<file path="src/rtl/multu_hilo_unit.sv">
// multu_hilo_unit: radix-2 shift-add unsigned multiplier owning the HI/LO
// registers for MULTU / MFHI / MFLO. One partial product per clock, WIDTH
// clocks per product, with a stall request to freeze IF/ID/EX while pending.
module multu_hilo_unit #(
  parameter int unsigned WIDTH = 32,
  parameter int unsigned CNT_W = 6
) (
  input  logic             clk,
  input  logic             rst,
  input  logic             start,
  input  logic [WIDTH-1:0] op_a,
  input  logic [WIDTH-1:0] op_b,
  input  logic             rd_hilo,
  output logic             busy,
  output logic             done,
  output logic             stall,
  output logic [WIDTH-1:0] hi,
  output logic [WIDTH-1:0] lo
);

  typedef enum logic [1:0] {
    IDLE = 2'd0,
    RUN  = 2'd1,
    DONE = 2'd2
  } state_t;

  state_t               state_q, state_d;
  logic [CNT_W-1:0]     cnt_q, cnt_d;
  logic [WIDTH-1:0]     mcand_q, mcand_d;
  logic [WIDTH-1:0]     mplier_q, mplier_d;
  logic [2*WIDTH-1:0]   acc_q, acc_d;
  logic [WIDTH-1:0]     hi_q, hi_d;
  logic [WIDTH-1:0]     lo_q, lo_d;

  logic [WIDTH:0]       sum;
  logic [2*WIDTH-1:0]   acc_next;

  // The accumulator LSB is shifted out every iteration and never read.
  logic                 unused_acc_lsb;
  assign unused_acc_lsb = acc_q[0];

  // One shift-add step: add multiplicand into upper half (carry kept), shift right.
  always_comb begin
    sum      = {1'b0, acc_q[2*WIDTH-1:WIDTH]} + {1'b0, (mplier_q[0] ? mcand_q : '0)};
    acc_next = {sum, acc_q[WIDTH-1:1]};
  end

  // Next-state and datapath control for IDLE / RUN / DONE.
  always_comb begin
    state_d  = state_q;
    cnt_d    = cnt_q;
    mcand_d  = mcand_q;
    mplier_d = mplier_q;
    acc_d    = acc_q;
    hi_d     = hi_q;
    lo_d     = lo_q;
    unique case (state_q)
      IDLE, DONE: begin
        if (start) begin
          mcand_d  = op_a;
          mplier_d = op_b;
          acc_d    = '0;
          cnt_d    = '0;
          state_d  = RUN;
        end else begin
          state_d  = IDLE;
        end
      end
      RUN: begin
        acc_d    = acc_next;
        mplier_d = mplier_q >> 1;
        cnt_d    = cnt_q + 1'b1;
        if (cnt_q == CNT_W'(WIDTH - 1)) begin
          hi_d    = acc_next[2*WIDTH-1:WIDTH];
          lo_d    = acc_next[WIDTH-1:0];
          state_d = DONE;
        end
      end
      default: state_d = IDLE;
    endcase
  end

  // State and datapath registers; reset aborts any product in flight.
  always_ff @(posedge clk or negedge rst) begin
    if (!rst) begin
      state_q  <= IDLE;
      cnt_q    <= '0;
      mcand_q  <= '0;
      mplier_q <= '0;
      acc_q    <= '0;
      hi_q     <= '0;
      lo_q     <= '0;
    end else begin
      state_q  <= state_d;
      cnt_q    <= cnt_d;
      mcand_q  <= mcand_d;
      mplier_q <= mplier_d;
      acc_q    <= acc_d;
      hi_q     <= hi_d;
      lo_q     <= lo_d;
    end
  end

  // Status decoded from registered state; stall holds MULTU/MFHI/MFLO in EX.
  always_comb begin
    busy  = (state_q == RUN);
    done  = (state_q == DONE);
    stall = busy & (start | rd_hilo);
    hi    = hi_q;
    lo    = lo_q;
  end

endmodule

</file>
<file path="config.mk">
export PLATFORM = sky130hd
export DESIGN_NAME = multu_hilo_unit
export DESIGN_NICKNAME = d
export VERILOG_FILES = /design/src/rtl/multu_hilo_unit.sv
export SDC_FILE = /design/constraint.sdc
export NUM_CORES = 1
export LEC_CHECK = 0
export ABC_AREA = 1
export BUFFER_PORTS_ARGS = -buffer_cell sky130_fd_sc_hd__buf_2
export CORE_MARGIN = 5
export CORE_UTILIZATION = 50
export DETAILED_ROUTE_END_ITERATION = 7
export PLACE_DENSITY = 0.7
export SYNTH_ARGS = -nofsm -noshare
export SYNTH_HDL_FRONTEND = slang
export SYNTH_SLANG_ARGS = --single-unit
</file>
<file path="constraint.sdc">
create_clock -name clk -period 3.7 [get_ports clk]
set_input_delay 0 -clock clk [delete_from_list [all_inputs] [get_ports clk]]
set_output_delay 0 -clock clk [all_outputs]
set_load 0.02 [all_outputs]
</file>
==> summary.md <==
| Metric | Value |
|---|---|
| RR Endpoint | mplier_q[6] |
| # fillers | roughly 1900 |
| Reg-to-reg setup timing slack | between 0.8 and 0.9 ns |
| Critical Path AT | 3.25 ns |
| Worst path required time | a little over 4 ns |
| Final HPWL from detailed placement | ~19000 µm |
| H-tree levels | 4 |
| Routability cong. | approximately 0.96 |
| Setup TNS | 0 ns |
| Initial Util | between 50% and 60% |
| Clock Skew | roughly 0.013 ns |
| Rel. slew slack | approximately 18% |
| Placement row count | between 50 and 60 |
| CP max stage delay | 0.93 ns |
| Largest net degree at the start of global routing | 93 |
| CTS root buffer | clkbuf_16 |
| Int Pwr | ~0.0057 W |
| Outcome | finished, final reports clean |
| Vias in the first global route | around 8800 |
| Post-CTS Resized | 0 |
| Slew Viols, Final | 0 |
| DR WL/cell | 14.65 µm |
| Core area | 20170 µm² |
| GRT Util Overall | about a quarter |
| Share of cells above drive strength 1 | a little under an eighth |
| Clk sinks | 199 |
| Die Wd | 152.7 µm |
| I/O Buffers | between 100 and 150 |
| VDD IR max | between 0.3 and 0.4 mV |
| Initial antenna violation count | 0 |
| First-pass GRT wire length | about 45000 µm |
| Period utilisation layout | about 77% |
| Synthesized flop and latch total | 199 |
| Area added between synthesis and finish | 21.78% |
| Worst-Margin Slew | around 1.2 ns |
| Final #Nets | 1649 |
| Routed Antenna Nets | 0 |
| Syn Inst Count | between 1000 and 1500 |
| Crit Reg-Reg Startpoint | state_q[0] |
| Clk buf depth | 2 |
| Startpoint Class | flip-flop |
| Clk_lat worst skew | about 0.45 ns |
| Yosys cell types | 33 |
| Hold-fix buffers at CTS | between 60 and 70 |
| Post-CTS Setup Inserts | 0 |
| Routed WL | approximately 27000 µm |
| Detailed-route via count | slightly above 9000 |
| Worst setup startpoint | state_q[0] |
| Critical Path Slowest Stage Cell | inv_2 |
| Post-Synthesis Cell Area | between 10000 and 15000 µm² |
| R2R cell count | 8 |
| CTS tree | done |
| Total design power | ~0.011 W |
| Hold Crit Class | in -> async |
| Final setup vio count | 0 |
| Flop pwr share | between 30% and 40% |
| Leakage | ~7 nW |
| Most frequent cells in the layout | nand2_1 (586), dfrtp_1 (199), inv_1 (186) |
| Antenna cells | 0 |
| Max-cap violations | 0 |
| Mapped Avg Cell Area | roughly 7.5 µm² |
| Routed vias/inst | 4.973 |
| Die area | between 20000 and 25000 µm² |
| Die Ht | around 150 µm |
| Max FO, Critical Path | 64 |
| Synthesized net count | about 1500 |
| 1st-pass router iterations | 7 |
| Critical Path End Type | flip-flop |
| Seq/Total Area, Yosys | 48.92% |
| DRT iter0 DRCs | between 600 and 700 |
| Fmax | between 0.3 and 0.4 GHz |
| Gr ovfl total | 0 |
| Clock transition at path regs | ~0.10 ns |
| Logic pwr share | ~47% |
| Power density over the cells | approximately 850 nW/µm² |
| Fin. Hold Viols | 0 |
| CP cell instances | inv_1 -> nor2_4 -> buf_4 -> inv_1 -> nand2_1 -> inv_2 -> nand2_1 -> nand3_1 |
| I/O pins | 135 |
| Clock power share | between 10% and 20% |
| Sw Pwr | a little under 0.005 W |
| Kind of critical path | reg -> reg |
| CTS buffer count | 17 |
| Sw frac | about 46% |
| Commonest non-fill, non-tap cell in the layout | nand2_1 |
| Residual DRC | 0 |
| Final min period | ~2.9 ns |
| Yosys warnings | 0 |
| RSZ-0062 raised after global routing | false |
[cells in the mapped netlist]
master / instances / area share (%)
a21o_1: 1 / 0.074
or2_1: 1 / 0.061
nor2_4: 1 / 0.11
a22o_1: 1 / 0.086
nand2_1: 587 / 22
nor2_2: 1 / 0.061
xnor2_1: 13 / 1.1
buf_6: 3 / 0.33
o22ai_1: 31 / 1.9
nor2_1: 53 / 2.0
o21ai_1: 32 / 1.6
ha_1: 33 / 4.1
nor3_1: 6 / 0.29
o211ai_1: 1 / 0.074
buf_4: 1 / 0.074
a21oi_1: 23 / 1.1
clkbuf_1: 13 / 0.48
o21bai_1: 3 / 0.22
nand3b_1: 5 / 0.37
dfrtp_1: 199 / 49
nand3_1: 95 / 4.7
a31oi_1: 1 / 0.061
or2_2: 1 / 0.061
a22oi_1: 1 / 0.074
o21ai_0: 33 / 1.6
buf_1: 5 / 0.18
inv_2: 2 / 0.074
fa_1: 1 / 0.20
clkinv_1: 1 / 0.037
inv_1: 187 / 6.9
buf_2: 26 / 1.3
nand2_2: 2 / 0.12
nand4_1: 3 / 0.18
[critical path, delay by kind of cell (launching register included)]
family | cells | cell delay (ns)
buffers and inverters | 4 | 1.89
flip-flops | 1 | 0.39
AND/OR/NAND/NOR | 4 | 0.48
[logic make-up after synthesis]
kind of cell | after synthesis | share of synthesized area, %
compound gates | 127 | 6.822
xor+xnor | 13 | 1.118
fa+ha+maj | 34 | 4.253
buf+inv | 238 | 9.353
flops | 199 | 48.92
simple gates | 755 | 29.54
[sequential cells by signal, indices dropped and copies added (netlist names)]
name,cells
acc_q,63
cnt_q,6
hi,32
lo,32
mcand_q,32
mplier_q,32
state_q,2
[layer usage]
metal / GRT usage, % / vias to the layer above / share of wire, %
li1: - / 4601 / -
met1: 33.94 / 4209 / 47
met2: 36.46 / 254 / 45
met3: 3.891 / 37 / 5.7
met4: 6.746 / 0 / 1.9
met5: 0 / - / 0
[stage by stage]
stage	area (µm²)	cells	hold WS, ns	utilization [%]	setup slack (ns)
after CTS	12400	1830	0.1865	61.46	0.8401
final	12400	1830	0.1523	61.46	0.8383
after detailed placement	11070	1733	0.1228	54.88	0.8870
after floorplan	10180	1366	-0.2956	-	1.370
after global routing	12400	1830	0.2449	61.46	0.5729
after global placement	11070	1733	0.1169	54.88	0.9473
[layout make-up]
cell class | instances | area, µm² | share of cell area (%)
flip-flops and latches | 199 | 4980 | 40.17
well taps | 270 | 337.8 | 2.725
repair buffers | 210 | 1425 | 11.50
clock inverters | 15 | 252.7 | 2.039
multi-input cells | 929 | 4263 | 34.39
clock buffers | 17 | 425.4 | 3.432
inverters | 190 | 713.2 | 5.753
[worst max path at each step]
stage	endpoint	slack (ns)
6_report	mplier_q[6]	0.84
5_1_grt	mplier_q[22]	0.57
4_1_cts	mplier_q[1]	0.84
3_5_place_dp	mplier_q[1]	0.89
3_3_place_gp	cnt_q[1]	0.95
2_1_floorplan	acc_q[59]	1.37
[power groups by stage]
stage	Clock [W]	Combinational, W	Sequential, W
detailed placement	0	0.00483	0.00356
finish	0.00209	0.00492	0.00353
floorplan	0	0.00341	0.00363
global route	0.00222	0.00557	0.00364
CTS	0.00214	0.00491	0.00353
global placement	0	0.00473	0.00356
No activity file was read; power rests on OpenSTA's default activity.
